<file path="config.mk">
export PLATFORM = sky130hd
export DESIGN_NAME = muldiv_unit
export DESIGN_NICKNAME = d
export VERILOG_FILES = /design/src/rtl/muldiv_pkg.sv /design/src/rtl/muldiv_step.sv /design/src/rtl/muldiv_unit.sv
export SDC_FILE = /design/constraint.sdc
export NUM_CORES = 1
export LEC_CHECK = 0
export BUFFER_PORTS_ARGS = -buffer_cell sky130_fd_sc_hd__buf_2
export CORE_MARGIN = 2
export CORE_UTILIZATION = 61
export DETAILED_ROUTE_END_ITERATION = 10
export HOLD_SLACK_MARGIN = 0.03
export PLACE_DENSITY = 0.82
export SLEW_MARGIN = 10
export SYNTH_ARGS = -nofsm -noshare
export SYNTH_HDL_FRONTEND = slang
export SYNTH_SLANG_ARGS = --single-unit
</file>
<file path="constraint.sdc">
create_clock -name i_clk -period 7.6 [get_ports i_clk]
set_input_delay 1.52 -clock i_clk [delete_from_list [all_inputs] [get_ports i_clk]]
set_output_delay 1.52 -clock i_clk [all_outputs]
set_load 0.02 [all_outputs]
</file>
<file path="src/rtl/muldiv_pkg.sv">
// Shared definitions for the iterative multiply/divide unit: funct codes, FSM states,
// and the iteration-counter width helper.
package muldiv_pkg;

    localparam logic [5:0] FUNCT_MFHI  = 6'b010000;
    localparam logic [5:0] FUNCT_MTHI  = 6'b010001;
    localparam logic [5:0] FUNCT_MFLO  = 6'b010010;
    localparam logic [5:0] FUNCT_MTLO  = 6'b010011;
    localparam logic [5:0] FUNCT_MULT  = 6'b011000;
    localparam logic [5:0] FUNCT_MULTU = 6'b011001;
    localparam logic [5:0] FUNCT_DIV   = 6'b011010;
    localparam logic [5:0] FUNCT_DIVU  = 6'b011011;

    typedef enum logic [1:0] {IDLE, RUN, DONE} state_t;

    // CNT_WIDTH for a given operand width: wide enough to hold DATA_WIDTH itself.
    function automatic int cnt_width(input int data_width);
        return $clog2(data_width) + 1;
    endfunction

endpackage

</file>
<file path="src/rtl/muldiv_step.sv">
// One iteration of the multiply/divide datapath: add-shift for multiply,
// trial-subtract-shift (restoring) for divide, selected by is_div.
module muldiv_step #(
    parameter int DATA_WIDTH = 32
) (
    input  logic                  is_div,
    input  logic [DATA_WIDTH-1:0] acc,
    input  logic [DATA_WIDTH-1:0] shreg,
    input  logic [DATA_WIDTH-1:0] operand,
    output logic [DATA_WIDTH-1:0] acc_next,
    output logic [DATA_WIDTH-1:0] shreg_next
);

    logic [DATA_WIDTH-1:0] addend;
    logic [DATA_WIDTH:0]   sum;
    logic [DATA_WIDTH:0]   shifted;
    logic [DATA_WIDTH-1:0] diff;

    // NOTE: every output gets a default at the top of always_comb so no path can infer a latch.
    always_comb begin
        acc_next   = '0;
        shreg_next = '0;
        addend     = shreg[0] ? operand : {DATA_WIDTH{1'b0}};
        sum        = {1'b0, acc} + {1'b0, addend};
        shifted    = {acc, shreg[DATA_WIDTH-1]};
        // The true difference is below 2^DATA_WIDTH whenever it is used, so W bits suffice.
        diff       = shifted[DATA_WIDTH-1:0] - operand;

        if (is_div) begin
            if (shifted >= {1'b0, operand}) begin
                acc_next   = diff;
                shreg_next = {shreg[DATA_WIDTH-2:0], 1'b1};
            end else begin
                acc_next   = shifted[DATA_WIDTH-1:0];
                shreg_next = {shreg[DATA_WIDTH-2:0], 1'b0};
            end
        end else begin
            acc_next   = sum[DATA_WIDTH:1];
            shreg_next = {sum[0], shreg[DATA_WIDTH-1:1]};
        end
    end

endmodule

</file>
<file path="src/rtl/muldiv_unit.sv">
// Iterative MULT/MULTU/DIV/DIVU unit with HI/LO registers and MF/MT access.
// Optional divide-by-zero flag output enabled by defining MULDIV_DIV0_FLAG_EN.
module muldiv_unit
    import muldiv_pkg::*;
#(
    parameter int DATA_WIDTH = 32,
    parameter int MODE_WIDTH = 6
) (
    input  logic                  i_clk,
    input  logic                  i_reset,
    input  logic                  i_start,
    input  logic [MODE_WIDTH-1:0] i_op,
    input  logic [DATA_WIDTH-1:0] i_A,
    input  logic [DATA_WIDTH-1:0] i_B,
    output logic [DATA_WIDTH-1:0] o_result,
    output logic [DATA_WIDTH-1:0] o_hi,
    output logic [DATA_WIDTH-1:0] o_lo,
    output logic                  o_busy,
    output logic                  o_done,
    output logic                  o_stall
`ifdef MULDIV_DIV0_FLAG_EN
    ,
    output logic                  o_div_zero
`endif
);

    localparam int                   CNT_WIDTH = cnt_width(DATA_WIDTH);
    localparam logic [CNT_WIDTH-1:0] LAST_STEP = CNT_WIDTH'(DATA_WIDTH - 1);

    state_t state, state_next;

    logic [DATA_WIDTH-1:0] hi, lo, acc, shreg, operand;
    logic [DATA_WIDTH-1:0] acc_next, shreg_next;
    logic [CNT_WIDTH-1:0]  cnt;
    logic                  run_div, neg_main, neg_rem, b_zero;

    logic is_mfhi, is_mthi, is_mflo, is_mtlo, is_mult, is_multu, is_div, is_divu;
    logic is_md, op_signed, accept, start_md, last;
    logic [DATA_WIDTH-1:0]   a_mag, b_mag, quo_fix, rem_fix;
    logic [2*DATA_WIDTH-1:0] product, prod_fix;

    assign is_mfhi  = (i_op == MODE_WIDTH'(FUNCT_MFHI));
    assign is_mthi  = (i_op == MODE_WIDTH'(FUNCT_MTHI));
    assign is_mflo  = (i_op == MODE_WIDTH'(FUNCT_MFLO));
    assign is_mtlo  = (i_op == MODE_WIDTH'(FUNCT_MTLO));
    assign is_mult  = (i_op == MODE_WIDTH'(FUNCT_MULT));
    assign is_multu = (i_op == MODE_WIDTH'(FUNCT_MULTU));
    assign is_div   = (i_op == MODE_WIDTH'(FUNCT_DIV));
    assign is_divu  = (i_op == MODE_WIDTH'(FUNCT_DIVU));

    assign is_md     = is_mult | is_multu | is_div | is_divu;
    assign op_signed = is_mult | is_div;
    assign accept    = i_start & ~o_busy;
    assign start_md  = accept & is_md;
    assign last      = (state == RUN) && (cnt == LAST_STEP);

    assign a_mag = (op_signed & i_A[DATA_WIDTH-1]) ? -i_A : i_A;
    assign b_mag = (op_signed & i_B[DATA_WIDTH-1]) ? -i_B : i_B;

    muldiv_step #(.DATA_WIDTH(DATA_WIDTH)) u_step (
        .is_div     (run_div),
        .acc        (acc),
        .shreg      (shreg),
        .operand    (operand),
        .acc_next   (acc_next),
        .shreg_next (shreg_next)
    );

    // Sign fix-up applied to the final iteration's outputs as they are written to HI/LO.
    assign product  = {acc_next, shreg_next};
    assign prod_fix = neg_main ? -product : product;
    assign quo_fix  = b_zero ? {DATA_WIDTH{1'b1}} : (neg_main ? -shreg_next : shreg_next);
    assign rem_fix  = neg_rem ? -acc_next : acc_next;

    // NOTE: sequential state uses non-blocking assignments so every register samples pre-edge values.
    always_ff @(posedge i_clk or posedge i_reset) begin
        if (i_reset) state <= IDLE;
        else         state <= state_next;
    end

    always_comb begin
        state_next = state;
        o_busy     = 1'b0;
        o_done     = 1'b0;
        case (state)
            IDLE: if (start_md) state_next = RUN;
            RUN: begin
                o_busy = 1'b1;
                if (last) state_next = DONE;
            end
            DONE: begin
                o_done     = 1'b1;
                state_next = start_md ? RUN : IDLE;
            end
            default: state_next = IDLE;
        endcase
    end

    // NOTE: HI/LO are architectural and reset to zero; the iteration registers are reset too
    // so an aborted run leaves nothing stale behind.
    always_ff @(posedge i_clk or posedge i_reset) begin
        if (i_reset) begin
            hi       <= '0;
            lo       <= '0;
            acc      <= '0;
            shreg    <= '0;
            operand  <= '0;
            cnt      <= '0;
            run_div  <= 1'b0;
            neg_main <= 1'b0;
            neg_rem  <= 1'b0;
            b_zero   <= 1'b0;
        end else if (start_md) begin
            run_div  <= is_div | is_divu;
            acc      <= '0;
            shreg    <= (is_div | is_divu) ? a_mag : b_mag;
            operand  <= (is_div | is_divu) ? b_mag : a_mag;
            cnt      <= '0;
            neg_main <= op_signed & (i_A[DATA_WIDTH-1] ^ i_B[DATA_WIDTH-1]);
            neg_rem  <= op_signed & i_A[DATA_WIDTH-1];
            b_zero   <= (is_div | is_divu) && (i_B == '0);
        end else if (o_busy) begin
            acc   <= acc_next;
            shreg <= shreg_next;
            cnt   <= cnt + CNT_WIDTH'(1);
            if (last) begin
                if (run_div) {hi, lo} <= {rem_fix, quo_fix};
                else         {hi, lo} <= prod_fix;
            end
        end else if (accept) begin
            if (is_mthi) hi <= i_A;
            if (is_mtlo) lo <= i_A;
        end
    end

`ifdef MULDIV_DIV0_FLAG_EN
    logic div_zero_q;

    always_ff @(posedge i_clk or posedge i_reset) begin
        if (i_reset)       div_zero_q <= 1'b0;
        else if (start_md) div_zero_q <= 1'b0;
        else if (last)     div_zero_q <= b_zero;
    end

    assign o_div_zero = div_zero_q;
`endif

    always_comb begin
        o_result = '0;
        if (is_mfhi)      o_result = hi;
        else if (is_mflo) o_result = lo;
    end

    assign o_hi    = hi;
    assign o_lo    = lo;
    assign o_stall = i_start & o_busy;

endmodule

</file>
* Word-level counts from Yosys, hierarchy flattened
Cells that the tools add are included.
** Word-level totals
- Bits in registers :: 172
** Cells by class
- $add $sub $neg :: 8
- Magnitude comparators :: 1
- Equality and inequality tests :: 14
- Multiplexer cells :: 37
- Bitwise gates (word level) :: 14
- Reduce and logical (&&, ||, !) cells :: 11
** Operators by type and width (number)
- 32-bit 2-to-1 mux :: 27
- 32-bit negator :: 4
- 64-bit 2-to-1 mux :: 1
- 64-bit negator :: 1
- 6-bit by 5-bit == test with 1-bit output, second input constant :: 9
- 32-bit by 32-bit adder with 33-bit output :: 1
- 33-bit by 32-bit >= comparator with 1-bit output :: 1
- 32-bit logical NOT :: 1
- 32-bit subtractor :: 1
- 6-bit 2-to-1 mux :: 2
- 4-bit AND reduction :: 2
- 2-bit nonzero test :: 4
- 6-bit by 1-bit adder with 6-bit output, second input constant :: 1
- 1-bit bitwise AND :: 6
- 2-bit case mux with 3 select lines :: 1
- 1-bit bitwise OR :: 5
- 1-bit 2-to-1 mux :: 4
- 2-bit 2-to-1 mux :: 2
- 2-bit != test, second input constant :: 2
- 2-bit by 1-bit == test with 1-bit output, second input constant :: 1
- 2-bit == test, second input constant :: 1
- 1-bit logical AND :: 2
- 2-bit logical NOT :: 1
- 2-bit by 1-bit != test with 1-bit output, second input constant :: 1
- other kinds (3) :: 4

* Logic depth before layout (Yosys ltp)
- Depth in word-level cells :: 9
- Gate-level depth with buffers :: 25
- Gate-level depth less buffers :: 23

* By module
Synthesis repeated with hierarchy kept, for this count alone.
** Unflattened totals
- Cells, all modules :: 2000
- Area total of the unflattened synthesis :: 15590.0 um^2
** By module, submodules not included
- muldiv_unit :: times used 1, cells each 1297, area an instance 10875.4 um^2
- muldiv_step :: times used 1, cells each 703, area an instance 4714.5 um^2

* Worst setup path before layout
OpenSTA, ideal clock, no wires.
- Path kind :: register to register
- Start :: register run_div
- End :: register hi[24] (netlist: o_hi[24])
- Data arrival time :: 5.905 ns
- Data required time :: 7.512 ns
- Setup slack :: 1.607 ns
- Stages on the path, launching flop included :: 23
- Path buffers :: 9
- Period minus slack after synthesis :: 5.993 ns
- Path through :: dfrtp_1 -> buf_2 -> buf_2 -> buf_2 -> clkbuf_1 -> clkbuf_1 -> buf_2 -> clkbuf_1 -> clkbuf_1 -> mux2i_1 -> ha_1 -> nor3b_1 -> o221ai_1 -> or2_1 -> nor4_2 -> nand2_1 -> or4_4 -> or2_0 -> buf_2 -> o31ai_4 -> o21ai_1 -> or4_1 -> a41oi_1
** On the way
- Longest elaborated chain between the ends :: 6
- Elaborated cells between the ends (all ways) :: 9
- Classes of those cells :: 2 x add/sub; 7 x mux
** RTL lines
- start, declared :: RTL line muldiv_unit.sv:35 : logic run_div, neg_main, neg_rem, b_zero;
- start signal, assigned :: RTL line muldiv_unit.sv:114 : run_div <= is_div | is_divu;
- 32-bit 2-to-1 mux :: RTL line muldiv_step.sv:29 : if (is_div) begin
- 64-bit negator / 32-bit negator (equally long branches) :: RTL line muldiv_unit.sv:71, muldiv_unit.sv:73
- 64-bit 2-to-1 mux / 32-bit 2-to-1 mux (equally long branches) :: RTL line muldiv_unit.sv:71, muldiv_unit.sv:73
- 32-bit 2-to-1 mux * :: RTL line muldiv_unit.sv:127 : if (run_div) {hi, lo} <= {rem_fix, quo_fix};
- 32-bit 2-to-1 mux * :: RTL line muldiv_unit.sv:126 : if (last) begin
- 32-bit 2-to-1 mux * :: RTL line muldiv_unit.sv:122 : end else if (o_busy) begin
- end signal, assigned :: RTL line muldiv_unit.sv:127
- end signal, assigned :: RTL line muldiv_unit.sv:128 : else {hi, lo} <= prod_fix;
- end signal, assigned :: RTL line muldiv_unit.sv:131 : if (is_mthi) hi <= i_A;
- end, declared :: RTL line muldiv_unit.sv:32 : logic [DATA_WIDTH-1:0] hi, lo, acc, shreg, operand;
Mark *: on every way between the ends. The rest lies on a longest branch, timed or not. The select of a mux whose other input is x is not followed.
A chain may end at the register's enable or synchronous reset.

* Final worst setup path
- Start :: register acc[13]
- End :: register hi[28] (netlist: o_hi[28])
** On the way
- Longest elaborated chain between the ends :: 8
- Elaborated cells between the ends (all ways) :: 14
- Classes of those cells :: 4 x add/sub; 1 x order compare; 9 x mux
** RTL lines
- start, declared :: RTL line muldiv_unit.sv:32
- start signal, assigned :: RTL line muldiv_unit.sv:123 : acc <= acc_next;
- 32-bit subtractor / 33-bit by 32-bit >= comparator with 1-bit output (equally long branches) :: RTL line muldiv_step.sv:27, muldiv_step.sv:30
- 32-bit 2-to-1 mux / 1-bit 2-to-1 mux (equally long branches) :: RTL line muldiv_step.sv:30 : if (shifted >= {1'b0, operand}) begin
- 32-bit 2-to-1 mux :: RTL line muldiv_step.sv:29
- 64-bit negator / 32-bit negator (equally long branches) :: RTL line muldiv_unit.sv:71, muldiv_unit.sv:73
- 64-bit 2-to-1 mux / 32-bit 2-to-1 mux (equally long branches) :: RTL line muldiv_unit.sv:71, muldiv_unit.sv:73
- 32-bit 2-to-1 mux * :: RTL line muldiv_unit.sv:127
- 32-bit 2-to-1 mux * :: RTL line muldiv_unit.sv:126
- 32-bit 2-to-1 mux * :: RTL line muldiv_unit.sv:122
Marked as above.

==> qor.txt <==
number of hold violations in the final report - 0
share of the yosys chip area belonging to registers - 25.9%
Clock Root Buffer - sky130_fd_sc_hd__clkbuf_16
aggregate negative setup slack - 0 ns
Peak supply drop - 0.407 mV
first-pass iteration count of the detailed router - 8
number of global-route vias before repair - 17000
post-synthesis register bit count - 172
most common cell after layout, fill and taps aside - sky130_fd_sc_hd__nand2_1
met2 track demand over resource - 67.7%
Slew headroom - 14.3%
DRC violation count after routing - 0
critical path class - register to register
setup slack, reg-to-reg - 0.80 ns
met3 capacity usage during global routing - 8.65%
Pwr Density - 517 mW/mm²
number of failing setup endpoints in the final timing report - 0
area share of the largest cell type after synthesis - 25.9%
dominant synthesized flop cell - sky130_fd_sc_hd__dfrtp_1
core region area - 0.0268 mm²
Cell Chain, Critical Path - ha_1 -> a21oi_1 -> o21ai_0 -> nand2_1 -> nand4_1 -> o31ai_1 -> buf_4 -> o21ai_0 -> inv_1 -> ha_1 -> nor3b_1 -> o221ai_1 -> or2_1 -> nor4_2 -> nand2_1 -> or4_4 -> or2_0 -> o31ai_4 -> nand4_2 -> o21ai_1 -> a31oi_1 -> xnor2_1 -> o22ai_1
Starting Density - 61.9%
library cells used by synthesis - 88
cell type contributing the most total cell area after synthesis - sky130_fd_sc_hd__dfrtp_1
worst hold path class - register to register
antenna violations before repair - 1
number of enable-type register cells in the synthesized netlist - 0
max cap viols - 0
Yosys Warn Count - 0
run status - finished, final reports clean
layout overhead on the synthesized area - 9.35%
number of buffers created by CTS - 17
final wirelength - 65.4 mm
Mapped Area - 0.0166 mm²
total placed cells including tap cells - 2597
CP endpoint kind - register
total die area - 0.0285 mm²
Least-Margin Pin Slew - 1.28 ns
final weighted congestion of routability-driven global placement - 1.06
Async SR Flop Fraction - 100%
clk slew on worst S/H paths - 0.08 ns
count of buffers added by post-CTS timing repair for setup - 0
final instance count without filler cells - 2630
global routing met1 resource utilization - 61.4%
mean instance size in the synthesized netlist - 7.54 µm²
Clock Path Buffers - 2
fin util - 67.7%
quantity of hold-fixing buffers added after cts - 0
clock tree from TritonCTS - yes
CP delay by family, top - simple AND/OR/NAND/NOR gates
Port Buffers - 171
total routing resource utilization after global routing - 45.1%
portion of the clock cycle consumed by the worst path in the final layout - 89.5%
nets - 2419
setup ws final - 0.799 ns
Synth area leaders - sky130_fd_sc_hd__dfrtp_1 26%, sky130_fd_sc_hd__o21ai_0 6.1%, sky130_fd_sc_hd__a21oi_1 5.6%
number of vias in the routed layout - 18600
final max-slew violation count - 0
CTS-repair resized insts - 0
CP max FO - 11
Req. time, crit path - 7.97 ns
wire length per cell after detailed routing - 24.9 µm
vias per cell - 7.07
leakage power total - 7.76 nW
I/O Pins - 172
crit path buf inv count - 2
setup repair after global routing missed its margin - false
x dimension of the die - 169 µm
data arrival time of the worst path - 7.17 ns
Critical-path top delay cell - sky130_fd_sc_hd__or4_4
number of design-rule violations left by the first detailed-router iteration - 2678
final-layout worst hold slack - 0.501 ns
maximum single-stage delay on the critical path - 0.54 ns
Num Clock Sinks - 172
maximum number of pins on one net before global-route repair - 78
Clock H-tree levels - 4
number of cells produced by synthesis - 2201
time the final worst path needs with I/O delays and setup - 6.80 ns
antenna-violating nets left - 0
launching element type of the critical path - register
nets in the synthesized netlist - 2345
wire length of the first global-routing pass - 99.4 mm
overall die height - 169 µm
insertion delay of the later-clocked pin in the worst-skew pair - 0.46 ns
maximum achievable frequency - 0.147 GHz
Setup Slack @ Placement - 1.06 ns
Std-Cell Rows - 60
Most Used Layer, Global Route - met2
DPL Wire Length - 48.8 mm
final global-route overflow total - 0
worst clock skew - 0.0169 ns
leading cell types in the layout, fill and taps excluded - 223 x sky130_fd_sc_hd__nand2_1, 202 x sky130_fd_sc_hd__o21ai_0, 195 x sky130_fd_sc_hd__nor2_1
fraction of final layout cells sized beyond drive strength 1 - 12.0%
==> routing by layer <==
| layer | up-vias | wire, µm |
|---|---|---|
| li1 | 8204 | - |
| met1 | 8724 | 25600 |
| met2 | 1403 | 27900 |
| met3 | 255 | 7680 |
| met4 | 0 | 4230 |
| met5 | - | 0 |
==> flip-flops by register name, summed over array words and instances, names as in the netlist, 2 cells and up <==
register	count
operand	32
shreg	32
o_hi	32
state	2
cnt	6
acc	32
o_lo	32
==> power by group <==
part,switching (mW),internal (mW),total [mW]
Combinational,4.40,2.26,6.66
Clock,0.443,0.470,0.913
Sequential,0.506,1.30,1.81
==> through the flow <==
stage | power [mW] | cell area, µm²
floorplan | 6.11 | 16600
global placement | 8.07 | 17600
detailed placement | 8.15 | 17600
CTS | 9.09 | 18100
global route | 9.86 | 18100
finish | 9.38 | 18100
==> cell usage after synthesis, drive strengths merged (5+ instances only) <==
library cell	n
a211oi	68
a21boi	9
a21o	36
a21oi	186
a22oi	19
a311o	5
a311oi	12
a31oi	30
a41oi	5
and2	49
and3	18
and4	7
buf	26
clkbuf	117
dfrtp	172
ha	69
inv	69
mux2i	77
nand2	225
nand2b	14
nand3	62
nand3b	5
nand4	23
nor2	198
nor2b	11
nor3	68
nor3b	12
nor4	24
o211ai	21
o21a	18
o21ai	214
o21bai	6
o221ai	7
o22ai	38
o31ai	21
o41ai	8
or2	11
or3	18
or4	9
xnor2	75
xor2	80
==> worst register-to-register path: stages (launching register included) <==
cell and delay, ns:
sky130_fd_sc_hd__dfrtp_1 0.44, sky130_fd_sc_hd__ha_1 0.45, sky130_fd_sc_hd__a21oi_1 0.33, sky130_fd_sc_hd__o21ai_0 0.24
sky130_fd_sc_hd__nand2_1 0.15, sky130_fd_sc_hd__nand4_1 0.38, sky130_fd_sc_hd__o31ai_1 0.36, sky130_fd_sc_hd__buf_4 0.20
sky130_fd_sc_hd__o21ai_0 0.15, sky130_fd_sc_hd__inv_1 0.12, sky130_fd_sc_hd__ha_1 0.19, sky130_fd_sc_hd__nor3b_1 0.24
sky130_fd_sc_hd__o221ai_1 0.20, sky130_fd_sc_hd__or2_1 0.32, sky130_fd_sc_hd__nor4_2 0.33, sky130_fd_sc_hd__nand2_1 0.16
sky130_fd_sc_hd__or4_4 0.55, sky130_fd_sc_hd__or2_0 0.39, sky130_fd_sc_hd__o31ai_4 0.46, sky130_fd_sc_hd__nand4_2 0.23
sky130_fd_sc_hd__o21ai_1 0.34, sky130_fd_sc_hd__a31oi_1 0.16, sky130_fd_sc_hd__xnor2_1 0.18, sky130_fd_sc_hd__o22ai_1 0.16
==> layout make-up <==
cell class              instances  area, µm²
diodes                          1       2.50
clock buffers                  19        443
clock inverters                13        130
fillers                      2270       8660
inverters                      71        274
multi-input cells            1815      11500
flip-flops and latches        172       4310
well taps                     341        427
repair buffers                198       1060
==> cell families (layout without fill, tap and decap cells) <==
family                   count (synthesis)  after routing  share of synthesized area [%]
other                                    0              1                              0
AO/OA/AOI/OAI                          742            742                           28.2
XOR/XNOR                               155            155                           8.18
multiplexers                            81             81                           4.92
adder cells (fa/ha/maj)                 71             71                           5.44
buffers and inverters                  214            301                           4.99
AND/OR/NAND/NOR                        766            766                           22.3
flip-flops                             172            172                           25.9
==> final timing paths <==
path,cells after the start,to,start
worst min-delay path,2,o_lo[30],o_lo[30]
worst max-delay path,23,o_hi[28],acc[13]
worst max register to register,23,o_hi[28],acc[13]
min in group asynchronous,2,o_lo[29],i_reset
max in group asynchronous,3,run_div,i_reset
worst min register to register,2,o_lo[30],o_lo[30]
Note: power is estimated with default switching activity, not from simulation.
